### config.mk
export PLATFORM = sky130hd
export DESIGN_NAME = mux_rr_reg
export DESIGN_NICKNAME = d
export VERILOG_FILES = /design/src/rtl/mux_rr_reg.sv
export SDC_FILE = /design/constraint.sdc
export NUM_CORES = 1
export LEC_CHECK = 0
export CORE_UTILIZATION = 37
export DETAILED_ROUTE_END_ITERATION = 16
export PLACE_DENSITY_LB_ADDON = 0.05
export SLEW_MARGIN = 30
export SYNTH_ARGS = -nofsm -noshare
export SYNTH_HDL_FRONTEND = slang
export SYNTH_SLANG_ARGS = --single-unit
### constraint.sdc
create_clock -name clock -period 3 [get_ports clock]
set_input_delay 0.45 -clock clock [delete_from_list [all_inputs] [get_ports clock]]
set_output_delay 0.45 -clock clock [all_outputs]
set_load 0.02 [all_outputs]
### src/rtl/mux_rr_reg.sv
// Registered N:1 multiplexer with valid/ready handshakes on every channel and on the output.
// The grant comes either from an explicit select or from a round-robin search among requesters.
module mux_rr_reg #(
  parameter int unsigned WIDTH    = 8,
  parameter int unsigned CHANNELS = 4,
  parameter int unsigned SEL_W    = $clog2(CHANNELS)
) (
  input  logic                      clock,
  input  logic                      reset,
  input  logic                      mode,
  input  logic [SEL_W-1:0]          select,
  input  logic [CHANNELS*WIDTH-1:0] i,
  input  logic [CHANNELS-1:0]       i_valid,
  output logic [CHANNELS-1:0]       i_ready,
  output logic [WIDTH-1:0]          o,
  output logic                      o_valid,
  input  logic                      o_ready,
  output logic [SEL_W-1:0]          o_channel
);

  logic [SEL_W-1:0] ptr_q, ptr_d;
  logic [SEL_W-1:0] hi_idx, lo_idx, gidx;
  logic             hi_hit, lo_hit, sel_hit;
  logic             grant, slot_free, load;
  logic [WIDTH-1:0] gdata;

  // Round-robin: lowest requester at or above ptr wins; else lowest requester below ptr.
  always_comb begin
    hi_hit  = 1'b0;
    lo_hit  = 1'b0;
    hi_idx  = '0;
    lo_idx  = '0;
    sel_hit = 1'b0;
    for (int k = CHANNELS - 1; k >= 0; k--) begin
      if (i_valid[k]) begin
        if (k >= int'(ptr_q)) begin
          hi_hit = 1'b1;
          hi_idx = SEL_W'(k);
        end else begin
          lo_hit = 1'b1;
          lo_idx = SEL_W'(k);
        end
      end
    end
    // An out-of-range select matches no channel, so it never grants.
    for (int k = 0; k < CHANNELS; k++) begin
      if (select == SEL_W'(k) && i_valid[k]) sel_hit = 1'b1;
    end
  end

  always_comb begin
    grant     = mode ? (hi_hit || lo_hit) : sel_hit;
    gidx      = mode ? (hi_hit ? hi_idx : lo_idx) : select;
    slot_free = !o_valid || o_ready;
    load      = !reset && slot_free && grant;
    i_ready   = '0;
    gdata     = '0;
    for (int k = 0; k < CHANNELS; k++) begin
      if (gidx == SEL_W'(k)) begin
        i_ready[k] = load;
        gdata      = i[k*WIDTH +: WIDTH];
      end
    end
    ptr_d = ptr_q;
    if (load && mode) begin
      ptr_d = (gidx == SEL_W'(CHANNELS - 1)) ? '0 : gidx + SEL_W'(1);
    end
  end

  always_ff @(posedge clock) begin
    if (reset) begin
      o         <= '0;
      o_valid   <= 1'b0;
      o_channel <= '0;
      ptr_q     <= '0;
    end else begin
      ptr_q <= ptr_d;
      if (load) begin
        o         <= gdata;
        o_channel <= gidx;
        o_valid   <= 1'b1;
      end else if (o_ready) begin
        o_valid <= 1'b0;
      end
    end
  end

endmodule

Yosys cells after proc, flatten, opt, wreduce, memory -nomap -nowiden
Index checks and enable logic that the tools add are counted.
Storage, ports and cells
  register bits after elaboration: 13
  input bits: 42
  logic and storage cells: 72
Cells by class
  add/subtract/negate cells: 1
  order comparisons: 3
  equal/unequal tests: 6
  muxes and demuxes: 44
  reductions and logical operators: 14
Operators with widths (count)
  2-to-1 mux 2 bit: 16
  2-to-1 mux 8 bit: 4
  2-to-1 mux 1 bit: 24
  == test 2 bit, second input constant: 4
  logical AND 1 bit: 7
  == test 2 x 1 -> 1 bit, second input constant: 2
  greater-or-equal comparator 1 x 2 -> 1 bit, first input constant: 2
  logical NOT 2 bit: 2
  adder 2 x 1 -> 2 bit, second input constant: 1
  greater-or-equal comparator 2 bit, first input constant: 1
  logical NOT 1 bit: 2
  logical OR 1 bit: 2
  nonzero test 2 bit: 1

Depth between registers and ports, before layout
  depth after elaboration: 14
  depth in mapped cells: 11
  depth with buffers taken out: 11

Worst setup path after synthesis
OpenSTA, ideal clock, no wires.
  path type: input-to-output
  start: input port i_valid[1]
  end: output port i_ready[3]
  data arrival time: 2.146 ns
  required time: 2.550 ns
  slack: 0.404 ns
  stages: 9
  cell sequence: inv_1 > o221a_2 > a211o_1 > a21boi_1 > inv_1 > ha_1 > clkbuf_1 > clkbuf_1 > and2_1
Between the ends
  word-level cells in the longest chain between the ends: 7
  elaborated cells between the ends (all ways): 23
  those cells by class: 1 x eq/ne; 19 x mux; 3 x reduce/logical
Ends and longest elaborated chain
  start: declaration: RTL line 13  | input logic [CHANNELS-1:0] i_valid,
  2-to-1 mux 2 bit or 2-to-1 mux 1 bit (tied branches): RTL line 35  | if (i_valid[k]) begin
  2-to-1 mux 2 bit or 2-to-1 mux 1 bit (tied branches): RTL line 36  | if (k >= int'(ptr_q)) begin
  2-to-1 mux 2 bit or 2-to-1 mux 1 bit (tied branches): RTL line 35
  2-to-1 mux 2 bit (*) (2 in a row): RTL line 53  | gidx = mode ? (hi_hit ? hi_idx : lo_idx) : select;
  named net gidx[0]: RTL line 22  | logic [SEL_W-1:0] hi_idx, lo_idx, gidx;
  == test 2 bit (*): RTL line 59  | if (gidx == SEL_W'(k)) begin
  2-to-1 mux 1 bit (*): RTL line 59
  end: declaration: RTL line 14  | output logic [CHANNELS-1:0] i_ready,
The timed path passes the listed nets; every way through them passes the cells marked *.

Worst setup path after layout
  start: input port i_valid[2]
  end: output port i_ready[1]
Between the ends
  word-level cells in the longest chain between the ends: 9
  elaborated cells between the ends (all ways): 30
  those cells by class: 1 x eq/ne; 26 x mux; 3 x reduce/logical
Ends and longest elaborated chain (RTL line)
  2-to-1 mux 2 bit or 2-to-1 mux 1 bit (tied branches): 35
  2-to-1 mux 2 bit or 2-to-1 mux 1 bit (tied branches): 36
  2-to-1 mux 2 bit or 2-to-1 mux 1 bit (tied branches): 35
  2-to-1 mux 2 bit or 2-to-1 mux 1 bit (tied branches): 36
  2-to-1 mux 2 bit or 2-to-1 mux 1 bit (tied branches): 35
  2-to-1 mux 2 bit (*) (2 in a row): 53
  named net gidx[0]: 22
  == test 2 x 1 -> 1 bit (*): 59
  2-to-1 mux 1 bit (*): 59
Marks and branches as above.

==> tab_implementation.tex <==
\begin{tabular}{lr}
\hline
Metric & Value \\
\hline
\multicolumn{2}{l}{\textbf{Critical path}} \\
Data arrival time of the worst path & 2.43 ns \\
Type of element capturing the critical path & output pin \\
Type of origin of the critical path & input pin \\
Worst path required time & 2.55 ns \\
Crit path max fanout & 3 \\
R2R setup slack & 0.58 ns \\
Critical Setup Path Class & in2out \\
\multicolumn{2}{l}{\textbf{Timing}} \\
Final worst path period share & 96.05\% \\
Final Critical Period & 2.881 ns \\
Post-Route Skew & 0.001451 ns \\
Number of setup violations in the final report & 0 \\
Total negative slack for setup checks & 0 ns \\
Worst Slack Setup Final & 0.1186 ns \\
Transition at the pin with the smallest max-transition slack & 0.4208 ns \\
Max\_slew headroom & 71.69\% \\
Max-slew violation total from the final report & 0 \\
Final Hold Fails & 0 \\
Timing-limited maximum frequency & 347.1 MHz \\
Worst hold slack after final layout & 0.4653 ns \\
\multicolumn{2}{l}{\textbf{Synthesis}} \\
Proportion of netlist area held by the largest area contributor & 28.07\% \\
Synthesized instance count & 117 \\
Sequential share of the synthesized area & 28.07\% \\
Most area-consuming cells after synthesis & sky130\_fd\_sc\_hd\_\_dfxtp\_1, sky130\_fd\_sc\_hd\_\_a21oi\_1, sky130\_fd\_sc\_hd\_\_a221oi\_1, sky130\_fd\_sc\_hd\_\_nor2b\_1, sky130\_fd\_sc\_hd\_\_ha\_1 \\
Average cell area after synthesis & 7.924 sq um \\
Post-Syn Area & 927.1 sq um \\
YS warnings & 0 \\
Area leader, netlist & sky130\_fd\_sc\_hd\_\_dfxtp\_1 \\
Count of unique library cells instantiated by Yosys & 29 \\
Net count of the mapped netlist & 163 \\
Post-synthesis register bit count & 13 \\
\multicolumn{2}{l}{\textbf{Clock network}} \\
Count of clock tree sinks & 13 \\
Clock transition at path regs & 0.07 ns \\
Root Driver & sky130\_fd\_sc\_hd\_\_clkbuf\_4 \\
CTS tree & done \\
Worst skew pair latency & 0.26 ns \\
H-tree depth & 1 \\
TritonCTS buffer count & 3 \\
Number of hold buffers added after CTS & 0 \\
Bufs on Longest Clock Path & 2 \\
\multicolumn{2}{l}{\textbf{Placed design}} \\
RePlAce Congestion & 0.8312 \\
HPWL reported at the end of detailed placement & 2216 microns \\
Placed cell area & 1579 sq um \\
Count of port buffers added during placement & 56 \\
Worst slack at placement & -0.3170 ns \\
\multicolumn{2}{l}{\textbf{Route}} \\
Via count of the routed design & 1076 \\
Initial detailed-routing violation count & 33 \\
Post-DR vias/cell & 5.075 \\
Number of DRC violations after detailed routing & 0 \\
Total wire length after detailed routing & 2777 microns \\
First drt pass iteration count & 4 \\
Routed wire per std cell & 13.10 microns \\
Antenna viol nets, final & 0 \\
\multicolumn{2}{l}{\textbf{Status}} \\
Run status & completed \\
\multicolumn{2}{l}{\textbf{Run}} \\
Max-capacitance violation count & 0 \\
\multicolumn{2}{l}{\textbf{Layout}} \\
Commonest non-fill, non-tap cell in the layout & sky130\_fd\_sc\_hd\_\_clkdlybuf4s50\_1 \\
Share of layout cells above drive strength 1 & 14.13\% \\
Count of inserted antenna diode cells & 0 \\
Final Net Count & 231 \\
Post-route standard cell area excluding fillers & 1624 sq um \\
Layout-stage area growth over the synthesis result & 75.17\% \\
Most frequent cells in the layout & sky130\_fd\_sc\_hd\_\_clkdlybuf4s50\_1, sky130\_fd\_sc\_hd\_\_a21oi\_1, sky130\_fd\_sc\_hd\_\_buf\_4 \\
Final Util & 71.36\% \\
\multicolumn{2}{l}{\textbf{Power and ir drop}} \\
Peak supply drop & 356.7 uV \\
Static leakage & 0.6873 nW \\
Cell Pwr Density & 381.4 nW/um\^{}2 \\
\multicolumn{2}{l}{\textbf{Global routing}} \\
Antenna violations before repair & 0 \\
Global-route wire length before repair & 4257 microns \\
Global routing usage summed across all routing layers & 21.00\% \\
Final global-route overflow total & 0 \\
Largest net degree at the start of global routing & 17 \\
Number of global-route vias before repair & 956 \\
\multicolumn{2}{l}{\textbf{Die}} \\
Placement row count & 17 \\
Die span in y & 52.06 microns \\
Core area & 2276 sq um \\
Die Footprint & 2710 sq um \\
Ports & 57 \\
Die width & 52.06 microns \\
Starting density of the core & 40.74\% \\
\multicolumn{2}{l}{\textbf{Worst hold path}} \\
Class of the tightest hold or removal check & reg2reg \\
\hline
\end{tabular}
path summary, 6_finish.rpt:
path / cells past startpoint / from / endpoint
worst max-delay path: 9 / i_valid[2] / i_ready[1]
worst min-delay path: 2 / o_channel[1] / o_channel[1]
worst max register to register: 11 / ptr_q[1] / o[2]
worst min register to register: 2 / o_channel[1] / o_channel[1]
per-layer routing:
layer  share of wire (%)  up-vias  track usage (%)
met5                   0        -                0
met3                 7.1        2            1.754
met4                0.47        0            6.757
met1                  49      472            29.70
li1                    -      562                -
met2                  43       40            33.12
synth_stat cells:
master	number
sky130_fd_sc_hd__a211o_1	1
sky130_fd_sc_hd__a21boi_1	1
sky130_fd_sc_hd__a21oi_1	30
sky130_fd_sc_hd__a221oi_1	7
sky130_fd_sc_hd__a22oi_1	1
sky130_fd_sc_hd__a31o_1	1
sky130_fd_sc_hd__and2_1	1
sky130_fd_sc_hd__and2_2	3
sky130_fd_sc_hd__buf_6	2
sky130_fd_sc_hd__clkbuf_1	5
sky130_fd_sc_hd__dfxtp_1	13
sky130_fd_sc_hd__ha_1	4
sky130_fd_sc_hd__inv_1	8
sky130_fd_sc_hd__mux2i_1	4
sky130_fd_sc_hd__mux4_2	1
sky130_fd_sc_hd__nand2_1	5
sky130_fd_sc_hd__nand2b_1	1
sky130_fd_sc_hd__nand3b_1	1
sky130_fd_sc_hd__nor2_1	3
sky130_fd_sc_hd__nor2b_1	9
sky130_fd_sc_hd__nor3_1	8
sky130_fd_sc_hd__nor3b_1	1
sky130_fd_sc_hd__nor4_1	1
sky130_fd_sc_hd__o211a_4	1
sky130_fd_sc_hd__o211ai_1	1
sky130_fd_sc_hd__o21ai_0	1
sky130_fd_sc_hd__o21bai_1	1
sky130_fd_sc_hd__o221a_2	1
sky130_fd_sc_hd__or2b_1	1
cell families (layout without fill, tap and decap cells):
family	count (synthesis)	after routing	share of synthesized area, %
AOI/OAI and AO/OA	46	46	31.58
adders and majority gates	4	4	5.398
buffers and inverters	15	82	7.692
DFF	13	13	28.07
muxes	5	5	6.748
and+or+nand+nor	34	34	20.51
stage by stage:
stage          instances  total power, mW
6_report             212           0.6195
2_1_floorplan        117           0.3676
3_3_place_gp         207           0.5131
3_5_place_dp         207           0.5189
4_1_cts              211           0.6178
5_1_grt              212           0.6636
where the power goes:
part	total, mW	internal [mW]	switching, mW
clock network	0.0989	0.0513	0.0476
registers	0.214	0.199	0.0151
logic	0.307	0.167	0.139
state kept, by name (all words and copies together), names as in the netlist:
name / count
o_valid: 1
o_channel: 2
o: 8
ptr_q: 2
critical path: stages:
cell	delay, ns
sky130_fd_sc_hd__clkdlybuf4s50_1	0.50
sky130_fd_sc_hd__or2b_1	0.24
sky130_fd_sc_hd__a21oi_1	0.15
sky130_fd_sc_hd__a211o_1	0.13
sky130_fd_sc_hd__a21boi_4	0.19
sky130_fd_sc_hd__inv_1	0.08
sky130_fd_sc_hd__ha_1	0.20
sky130_fd_sc_hd__and2_2	0.17
sky130_fd_sc_hd__dlygate4sd2_1	0.31
area by class of cell:
cell class / instances / area, sq um
repair buffers: 70 / 658.1
fillers: 176 / 651.9
multi-input cells: 89 / 614.3
flip-flops and latches: 13 / 260.3
well taps: 28 / 35.03
inverters: 8 / 30.03
clock buffers: 4 / 26.28
repair_timing:
action | in CTS | in global routing
gates resized for setup | 6 | 6
hold endpoints to repair | 0 | 0
setup endpoints to repair | 7 | 11
buffers inserted | 0 | 1
pin swaps | 0 | 1
No activity file was read; power rests on OpenSTA's default activity.
